<file path="config.mk">
export PLATFORM = sky130hd
export DESIGN_NAME = id_ex_operand_stage
export DESIGN_NICKNAME = d
export VERILOG_FILES = /design/src/rtl/id_ex_operand_stage.sv
export SDC_FILE = /design/constraint.sdc
export NUM_CORES = 1
export LEC_CHECK = 0
export CORE_MARGIN = 5
export CORE_UTILIZATION = 41
export DETAILED_ROUTE_END_ITERATION = 10
export PLACE_DENSITY = 0.82
export SLEW_MARGIN = 10
export SYNTH_ARGS = -nofsm -noshare
export SYNTH_HDL_FRONTEND = slang
export SYNTH_SLANG_ARGS = --single-unit
</file>
<file path="constraint.sdc">
create_clock -name clk_i -period 2.63 [get_ports clk_i]
set_input_delay 0.3945 -clock clk_i [delete_from_list [all_inputs] [get_ports clk_i]]
set_output_delay 0.3945 -clock clk_i [all_outputs]
set_load 0.03 [all_outputs]
</file>
<file path="src/rtl/id_ex_operand_stage.sv">
// ID/EX pipeline register with RAW forwarding from EX/MEM and MEM/WB.
// Presents forwarded A/B operands and store data to the execute stage.
module id_ex_operand_stage #(
  parameter int unsigned WIDTH      = 32,
  parameter int unsigned REG_ADDR_W = 5
) (
  input  logic                  clk_i,
  input  logic                  rst_i,
  input  logic                  stall_i,
  input  logic                  flush_i,
  input  logic                  id_valid_i,
  input  logic [REG_ADDR_W-1:0] id_rs_addr_i,
  input  logic [REG_ADDR_W-1:0] id_rt_addr_i,
  input  logic [WIDTH-1:0]      id_rs_data_i,
  input  logic [WIDTH-1:0]      id_rt_data_i,
  input  logic [15:0]           id_imm_i,
  input  logic                  id_use_imm_i,
  input  logic                  id_zero_ext_i,
  input  logic [2:0]            id_alu_op_i,
  input  logic [REG_ADDR_W-1:0] id_dest_i,
  input  logic                  id_reg_write_i,
  input  logic                  exmem_reg_write_i,
  input  logic [REG_ADDR_W-1:0] exmem_dest_i,
  input  logic [WIDTH-1:0]      exmem_result_i,
  input  logic                  memwb_reg_write_i,
  input  logic [REG_ADDR_W-1:0] memwb_dest_i,
  input  logic [WIDTH-1:0]      memwb_result_i,
  output logic                  ex_valid_o,
  output logic [WIDTH-1:0]      ex_a_o,
  output logic [WIDTH-1:0]      ex_b_o,
  output logic [WIDTH-1:0]      ex_store_data_o,
  output logic [2:0]            ex_alu_op_o,
  output logic [REG_ADDR_W-1:0] ex_dest_o,
  output logic                  ex_reg_write_o,
  output logic [1:0]            ex_fwd_a_o,
  output logic [1:0]            ex_fwd_b_o
);

  logic                  valid_q, valid_d;
  logic                  reg_write_q, reg_write_d;
  logic [2:0]            alu_op_q, alu_op_d;
  logic [REG_ADDR_W-1:0] dest_q, dest_d;
  logic [REG_ADDR_W-1:0] rs_addr_q, rs_addr_d;
  logic [REG_ADDR_W-1:0] rt_addr_q, rt_addr_d;
  logic [WIDTH-1:0]      rs_data_q, rs_data_d;
  logic [WIDTH-1:0]      rt_data_q, rt_data_d;
  logic [WIDTH-1:0]      ext_imm_q, ext_imm_d;
  logic                  use_imm_q, use_imm_d;

  logic [WIDTH-1:0] ext_imm;
  logic             wb_hit_rs, wb_hit_rt;
  logic [WIDTH-1:0] a_fwd, rt_fwd;

  assign ext_imm = id_zero_ext_i ? {{(WIDTH-16){1'b0}}, id_imm_i}
                                 : {{(WIDTH-16){id_imm_i[15]}}, id_imm_i};

  // A value retiring from MEM/WB while held would otherwise be lost once it leaves the pipe.
  assign wb_hit_rs = memwb_reg_write_i && (memwb_dest_i == rs_addr_q) && (rs_addr_q != '0);
  assign wb_hit_rt = memwb_reg_write_i && (memwb_dest_i == rt_addr_q) && (rt_addr_q != '0);

  always_comb begin
    valid_d     = valid_q;
    reg_write_d = reg_write_q;
    alu_op_d    = alu_op_q;
    dest_d      = dest_q;
    rs_addr_d   = rs_addr_q;
    rt_addr_d   = rt_addr_q;
    rs_data_d   = rs_data_q;
    rt_data_d   = rt_data_q;
    ext_imm_d   = ext_imm_q;
    use_imm_d   = use_imm_q;
    if (flush_i) begin
      valid_d     = 1'b0;
      reg_write_d = 1'b0;
      alu_op_d    = '0;
      dest_d      = '0;
      rs_addr_d   = '0;
      rt_addr_d   = '0;
      rs_data_d   = '0;
      rt_data_d   = '0;
      ext_imm_d   = '0;
      use_imm_d   = 1'b0;
    end else if (stall_i) begin
      if (wb_hit_rs) rs_data_d = memwb_result_i;
      if (wb_hit_rt) rt_data_d = memwb_result_i;
    end else begin
      valid_d     = id_valid_i;
      reg_write_d = id_reg_write_i & id_valid_i;
      alu_op_d    = id_alu_op_i;
      dest_d      = id_dest_i;
      rs_addr_d   = id_rs_addr_i;
      rt_addr_d   = id_rt_addr_i;
      rs_data_d   = id_rs_data_i;
      rt_data_d   = id_rt_data_i;
      ext_imm_d   = ext_imm;
      use_imm_d   = id_use_imm_i;
    end
  end

  always_ff @(posedge clk_i) begin
    if (rst_i) begin
      valid_q     <= 1'b0;
      reg_write_q <= 1'b0;
      alu_op_q    <= '0;
      dest_q      <= '0;
      rs_addr_q   <= '0;
      rt_addr_q   <= '0;
      rs_data_q   <= '0;
      rt_data_q   <= '0;
      ext_imm_q   <= '0;
      use_imm_q   <= 1'b0;
    end else begin
      valid_q     <= valid_d;
      reg_write_q <= reg_write_d;
      alu_op_q    <= alu_op_d;
      dest_q      <= dest_d;
      rs_addr_q   <= rs_addr_d;
      rt_addr_q   <= rt_addr_d;
      rs_data_q   <= rs_data_d;
      rt_data_q   <= rt_data_d;
      ext_imm_q   <= ext_imm_d;
      use_imm_q   <= use_imm_d;
    end
  end

  // EX/MEM is younger than MEM/WB, so it wins when both match.
  always_comb begin
    ex_fwd_a_o = 2'd0;
    a_fwd      = rs_data_q;
    if (exmem_reg_write_i && (exmem_dest_i == rs_addr_q) && (rs_addr_q != '0)) begin
      ex_fwd_a_o = 2'd2;
      a_fwd      = exmem_result_i;
    end else if (wb_hit_rs) begin
      ex_fwd_a_o = 2'd1;
      a_fwd      = memwb_result_i;
    end
  end

  always_comb begin
    ex_fwd_b_o = 2'd0;
    rt_fwd     = rt_data_q;
    if (exmem_reg_write_i && (exmem_dest_i == rt_addr_q) && (rt_addr_q != '0)) begin
      ex_fwd_b_o = 2'd2;
      rt_fwd     = exmem_result_i;
    end else if (wb_hit_rt) begin
      ex_fwd_b_o = 2'd1;
      rt_fwd     = memwb_result_i;
    end
  end

  assign ex_valid_o      = valid_q;
  assign ex_a_o          = a_fwd;
  assign ex_b_o          = use_imm_q ? ext_imm_q : rt_fwd;
  assign ex_store_data_o = rt_fwd;
  assign ex_alu_op_o     = alu_op_q;
  assign ex_dest_o       = dest_q;
  assign ex_reg_write_o  = reg_write_q & valid_q;

endmodule

</file>
# Word-level counts from Yosys, hierarchy flattened
# Cells that the tools add are included.
# totals
register_bits	117
input_bits	182
word_cells	39
# classes
eq_ne	4
mux	12
bitwise_logic	2
reduce_logical	11
# op_table
op	n
$mux 32	8
$eq 5x5->1	4
$reduce_bool 5->1	2
$logic_and 1x1->1	8
$mux 2	2
$and 1x1->1	2
$mux 1	2
$reduce_or 2->1	1

# Logic depth before layout (Yosys ltp)
# depth
depth_word	6
ltp_mapped	9

# Worst setup path before layout
# No wires, ideal clock.
# synth_path
path_kind	reg2out
startpoint	register rt_addr_q[0]
endpoint	output ex_b_o[10]
arrival_ns	2.437
setup_slack_ns	-0.201
path_stages_with_launch	7
n_path_buf	1
cell_sequence	dfxtp_1 or4_4 o211ai_4 buf_2 o21ai_0 a31oi_1 mux2_2
# synth_via
elab_chain_cells	6
# synth_lines
item	line	source
start: declaration	44	logic [REG_ADDR_W-1:0] rt_addr_q, rt_addr_d;
start signal: assignment	118	rt_addr_q <= rt_addr_d;
$eq 5x5->1	59	assign wb_hit_rt = memwb_reg_write_i && (memwb_dest_i == rt_addr_q) && (rt_addr_q != '0);
$logic_and 1x1->1 (2 in series)	59	
$mux 32	-	
$mux 32 *	142	if (exmem_reg_write_i && (exmem_dest_i == rt_addr_q) && (rt_addr_q != '0)) begin
via ex_store_data_o[10]	31	output logic [WIDTH-1:0] ex_store_data_o,
$mux 32 *	153	assign ex_b_o = use_imm_q ? ext_imm_q : rt_fwd;
end: declaration	30	output logic [WIDTH-1:0] ex_b_o,
# The timed path passes the listed nets; every way through them passes the cells marked *.

# Worst setup path after layout
# layout_path
startpoint	register rt_addr_q[3]
endpoint	output ex_store_data_o[29]
# layout_via
elab_chain_cells	5
# layout_lines
item	line
$eq 5x5->1	59
$logic_and 1x1->1 (2 in series)	59
$mux 32	-
$mux 32 *	142
end: declaration	31
# Every way passes the cells marked *; elsewhere a longest branch is shown, timed or not.

==> impl_metrics.tcl <==
set metrics [dict create \
    period_needed_ns 3.173 \
    violations "negative setup slack" \
    synth_top_cell_by_area "dfxtp_1" \
    vias 8118 \
    relSlewSlack 0.4803 \
    cp-end-kind "output pin" \
    yosysSeqAreaShare 0.3481 \
    firstDrtPassIters 6 \
    ys.flop_type "dfxtp_1" \
    yosys-top-cells-count "nor2_1, dfxtp_1, o21ai_0" \
    drt-vias-per-instance 6.322 \
    setup_viol 100 \
    drtIter0Drc 1010 \
    syn_area_um2 5866 \
    drc 0 \
    antenna_found_initial 2 \
    total_power_uw 4503 \
    pin_count 292 \
    io_buffers 291 \
    die_x_um 129.6 \
    yosysUniqueCellTypes 36 \
    design.die.area_um2 16800 \
    finalInstanceArea_um2 12030 \
    die_h_um 129.6 \
    grt_pass1_wl_mm 43.48 \
    clkSinkCount 102 \
    syn2layout_area_growth_pct 105.0 \
    coreArea_um2 13930 \
    cts_buffers 9 \
    pwr_density_cell_nw_per_um2 374.4 \
    fin_worst_skew_ns 0.009031 \
    wl_per_cell_um 26.27 \
    cts-root-buf "clkbuf_16" \
    place_area_um2 9691 \
    maxCapViolations 0 \
    grt_max_degree 65 \
    slew_violations 0 \
    postRouteAntennaNets 0 \
    drive_gt1_frac 0.4211 \
    synth_cells 724 \
    yosys-top-cells-area "dfxtp_1, mux2i_1, nor2_1" \
    outcome "finished, violations left" \
    final.setup.tns_ns -28.77 \
    clkTransAtPathRegs_ns 0.08 \
    worstSetupPathType "register to output pin" \
    layout.cells.non_filler 1284 \
    hpwl_mm 19.10 \
    async_reset_ff_frac 0 \
    finalHoldViolations 0 \
    syn_nets 906 \
    yosysMostFrequentCell "nor2_1" \
    clockBufferDepth 2 \
    fin_ws_ns -0.5427 \
    worstMarginPinSlew_ns 0.7795 \
    overflow 0 \
    pre_cts_slack_ns -0.4991 \
    ir_worst_vdd_v 0.0003919 \
    cp.arrival_ns 2.78 \
    initial_core_util 0.4209 \
    rsz0062_at_grt "yes" \
    rows 43 \
    synth_top_area_frac 0.3481 \
    yosys_warnings 0 \
    synth_edf_count 0 \
    avgSynthCellArea_um2 8.102 \
    ys_ff_latch 102 \
    fmax_ghz 0.3152 \
    fin_nets 1279 \
    cts_tree "built" \
    cp_max_fo 8 \
    dp_cells 1217 \
    leakagePower_uw 0.004831 \
    worstHoldPathType "primary input to register" \
    gr-usage-all-layers 0.3376 \
    grt_pass1_vias 7665 \
    critPathLaunchType "register" \
    fin_crit_sh 1.206 \
    place_congestion 0.9537 \
    cts-htree-levels 3 \
    required_ns 2.24 \
    wl_mm 33.73 \
    clock_latency_ns 0.37 \
]
==> power by group <==
part           leakage [uW]  switching, uW  total, uW  internal (uW)
clock network      0.000152            702       1470            765
registers          0.000839           50.6       1650           1600
logic               0.00384            678       1380            706
total               0.00483           1430       4500           3070
==> final cells by class <==
class | instances | area (um2)
Antenna cell | 2 | 5.005
Clock buffer | 9 | 225.2
Clock inverter | 7 | 88.84
Fill cell | 655 | 1908
Inverter | 15 | 66.31
Multi-Input combinational cell | 539 | 4561
Sequential cell | 102 | 2062
Tap cell | 180 | 225.2
Timing Repair Buffer | 430 | 4793
==> worst paths after layout <==
| path | from | to | slack [ns] | depth (start not counted) |
|---|---|---|---|---|
| min reg2reg | rt_data_q[4]$_SDFF_PP0_ | rt_data_q[4]$_SDFF_PP0_ | 0.50 | 2 |
| min | stall_i | rs_data_q[22]$_SDFF_PP0_ | 0.47 | 2 |
| max | rt_addr_q[3]$_SDFFE_PP0N_ | ex_store_data_o[29] | -0.54 | 9 |
| max reg2reg | rt_addr_q[3]$_SDFFE_PP0N_ | rt_data_q[28]$_SDFF_PP0_ | 0.31 | 8 |
==> per-stage QoR <==
stage                 util  hold WS (ns)
floorplan                -        0.4483
global placement    0.6954        0.4659
detailed placement  0.6954        0.4755
CTS                 0.8159        0.4712
global route        0.8631        0.4893
finish              0.8631        0.4728
==> sequential cells by signal (all words and copies together), names as in the netlist <==
signal and cells:
rs_addr_q 5, ex_alu_op_o 3, ex_valid_o 1, rs_data_q 32
reg_write_q 1, ext_imm_q 17, rt_data_q 32, use_imm_q 1
ex_dest_o 5, rt_addr_q 5
==> placed cells by master, fill, tap and decap left out, types with 10 or more instances in the layout <==
master             n
clkdlybuf4s50_1  180
buf_4            117
dfxtp_1           94
nor2_1            83
o21ai_0           64
buf_6             62
a21oi_1           41
mux2i_1           41
buf_12            39
nand2_1           30
a31oi_1           26
a21oi_2           20
mux2i_2           19
and3_1            19
nor2_4            16
o31ai_2           16
nor2_2            15
mux2i_4           13
inv_1             13
nor3_1            13
clkbuf_16         13
o21ai_2           12
a31oi_2           12
a21oi_4           11
mux2_4            11
buf_16            11
a221oi_4          10
or3_4             10
==> layer usage <==
| layer | routed length (um) | track usage | vias up |
|---|---|---|---|
| li1 | - | - | 3383 |
| met1 | 11420 | 0.3868 | 3832 |
| met2 | 16360 | 0.5678 | 701 |
| met3 | 3637 | 0.09975 | 202 |
| met4 | 2317 | 0.1779 | 0 |
| met5 | 0 | 0 | - |
==> critical path: stages (launching register included) <==
cell,delay [ns]
dfxtp_1,0.32
or4_4,0.56
o211ai_2,0.24
or2_4,0.23
inv_6,0.07
buf_8,0.14
buf_12,0.14
a221oi_2,0.33
nor2_1,0.16
buf_4,0.20
==> cells by family after synthesis <==
| logic type | after synthesis | synth area share |
|---|---|---|
| mux | 86 | 0.1495 |
| compound gates | 229 | 0.2477 |
| simple gates | 204 | 0.1587 |
| buf+inv | 83 | 0.06612 |
| flops | 102 | 0.3481 |
| xor+xnor | 20 | 0.02986 |
==> what timing repair did <==
item	4_1_cts	5_1_grt
hold buffers	0	0
setup endpoints to repair	100	99
gates cloned	13	5
pin swaps	58	35
gates resized for setup	249	103
buffers inserted	19	15
Note: power is estimated with default switching activity, not from simulation.
==> variant, RTL diff (config.mk and constraints unchanged) <==
Take the reset off `rs_addr_q`, `rt_addr_q`, `rs_data_q`, `rt_data_q` and `ext_imm_q` and load them in a clocked block of their own.
--- a/src/rtl/id_ex_operand_stage.sv
+++ b/src/rtl/id_ex_operand_stage.sv
@@ -103,24 +103,22 @@
       reg_write_q <= 1'b0;
       alu_op_q    <= '0;
       dest_q      <= '0;
-      rs_addr_q   <= '0;
-      rt_addr_q   <= '0;
-      rs_data_q   <= '0;
-      rt_data_q   <= '0;
-      ext_imm_q   <= '0;
       use_imm_q   <= 1'b0;
     end else begin
       valid_q     <= valid_d;
       reg_write_q <= reg_write_d;
       alu_op_q    <= alu_op_d;
       dest_q      <= dest_d;
-      rs_addr_q   <= rs_addr_d;
-      rt_addr_q   <= rt_addr_d;
-      rs_data_q   <= rs_data_d;
-      rt_data_q   <= rt_data_d;
-      ext_imm_q   <= ext_imm_d;
       use_imm_q   <= use_imm_d;
     end
+  end
+
+  always_ff @(posedge clk_i) begin
+    rs_addr_q <= rs_addr_d;
+    rt_addr_q <= rt_addr_d;
+    rs_data_q <= rs_data_d;
+    rt_data_q <= rt_data_d;
+    ext_imm_q <= ext_imm_d;
   end
 
   // EX/MEM is younger than MEM/WB, so it wins when both match.
Function: changed (Yosys sat finds a counterexample within 4 cycles, from zero or initial values; the reset may be asserted at any time).
==> variant against the unedited design <==
The run still ends with setup timing left; combinational power up 49%; cell area up 5.7%; routed wire length up 4.9%; synthesized area down 0.45%; worst setup slack better by 0.18 ns; global-route usage up 1.1 points; power up 17%; sequential cell count unchanged; critical path type unchanged.
==> variant: results (changes against the unedited design) <==
* Hold Startpoint: flush_i
* Hold EP: rt_addr_q[2]$_SDFFE_PP0N_
* Placer Congestion at 0.912 (-4.4%)
* First-pass GRT wire length at 44900 um (+3.4%)
* Pin count of the biggest net entering global routing at 56 (-14%)
* PostCTS Resize Cnt at 465 (+87%)
* Outcome: finished, violations left
* Post-CTS Setup Bufs at 36 (+17)
* Detailed Route Iter0 Violations at 885 (-12%)
* R2R Path End: rs_data_q[24]$_SDFF_PP0_
* Flop-to-flop setup slack at 0.26 ns (-0.05 ns)
* Sequential area share after synthesis at 35.0% (+0.16 points)
* Post-synth top cells: 169 x nor2_1, 102 x dfxtp_1, 67 x mux2i_1, 46 x clkbuf_1, 34 x a21oi_1
* Slowest stage delay, CP at 0.58 ns (+0.02 ns)
* Crit path launch: rt_addr_q[1]$_SDFFE_PP0N_
* Met2 wire len at 17200 um (+5.2%)
* FF-to-FF path depth at 10 (+2)
* Hold slack at 0.419 ns (-0.0543 ns)
* Sum Neg Setup Slack at -20.49 ns (+8.28 ns)
* Initial antenna violation count at 3 (+1)
* Setup ws final at -0.360 ns (+0.183 ns)
* 1st-pass router iterations at 5 (-1)
* Area contributors post-synth: dfxtp_1 35%, mux2i_1 11%, nor2_1 11%
* Worst vdd ir at 0.367 mV (-6.5%)
* Crit path capture: ex_b_o[26]
* Worst-margin pin slew at 0.506 ns (-0.273 ns)
* Violated checks: setup timing
* Final nets at 1317 (+3.0%)
* Crit Path Max Fanout at 6 (-2)
* Ys async rst share at 0% (unchanged)
* Netlist cell types at 38 (+5.6%)
* Endpoints failing setup at 98 (-2.0%)
* Post-synthesis xor/xnor area fraction at 3.13% (+0.14 points)
* Final HPWL DP at 17800 um (-6.9%)
* DR vias/cell at 6.27 (-0.87%)
* FF-to-FF Start: rs_addr_q[1]$_SDFFE_PP0N_
* Place WS at -0.708 ns (-0.209 ns)
* Static leakage at 5.07 nW (+4.9%)
* Share of cells above drive strength 1 at 46.6% (+4.5 points)
* Crit path DAT at 2.60 ns (-0.18 ns)
* Clk_skew at 0.0111 ns (+0.00205 ns)
* Routed wl met3 at 3310 um (-8.9%)
* Routing usage on met1 at 38.8% (+0.095 points)
* Vias in the first global route at 8177 (+6.7%)
* GRT Overall Usage at 34.9% (+1.1 points)
* Final wirelength at 35400 um (+4.9%)
* Grt met3 use at 7.83% (-2.1 points)
-- variant: cell types whose count changed after synthesis, moves of 6 or more --
cell | unedited run | this run
a211oi_1 | 0 | 32
a221oi_2 | 18 | 10
o21ai_0 | 77 | 16
buf_2 | 16 | 10
buf_6 | 6 | 0
mux2i_1 | 73 | 67
a31oi_1 | 39 | 16
nor2_1 | 113 | 169
a21oi_1 | 72 | 34
a311oi_1 | 0 | 32
-- variant: kinds of logic after synthesis --
kind of cell,count (synthesis)
compound gates,165
xor+xnor,20
buf+inv,84
flops,102
mux,83
simple gates,270
-- variant: power breakdown --
| part | leakage, nW | internal, mW | switching (mW) |
|---|---|---|---|
| sequential | 0.850 | 1.64 | 0.0874 |
| clock | 0.143 | 0.753 | 0.705 |
| combinational | 4.08 | 1.03 | 1.03 |
-- variant: cell type report --
class | count | area (um^2)
multi-input cells | 539 | 5080
repair buffers | 467 | 4960
flip-flops and latches | 102 | 2060
fillers | 537 | 1220
clock buffers | 9 | 225
well taps | 180 | 225
clock inverters | 7 | 80.1
inverters | 16 | 65.1
diodes | 4 | 10.0
-- variant: through the flow --
stage | cells | power [mW] | instance area (um^2) | util (%)
2_1_floorplan | 724 | 2.47 | 6020 | -
5_1_grt | 1323 | 5.36 | 12700 | 91.2
6_report | 1324 | 5.25 | 12700 | 91.2
3_3_place_gp | 1230 | 3.24 | 9590 | 68.9
4_1_cts | 1297 | 4.94 | 11800 | 84.7
3_5_place_dp | 1230 | 3.26 | 9590 | 68.9
-- variant: worst reg2reg max path: cells and delay by family (launching register included) --
family	cells	cell delay, ns
AND/OR/NAND/NOR	3	0.78
buffers and inverters	5	0.71
flip-flops	1	0.36
multiplexers	1	0.18
AO/OA/AOI/OAI	1	0.25
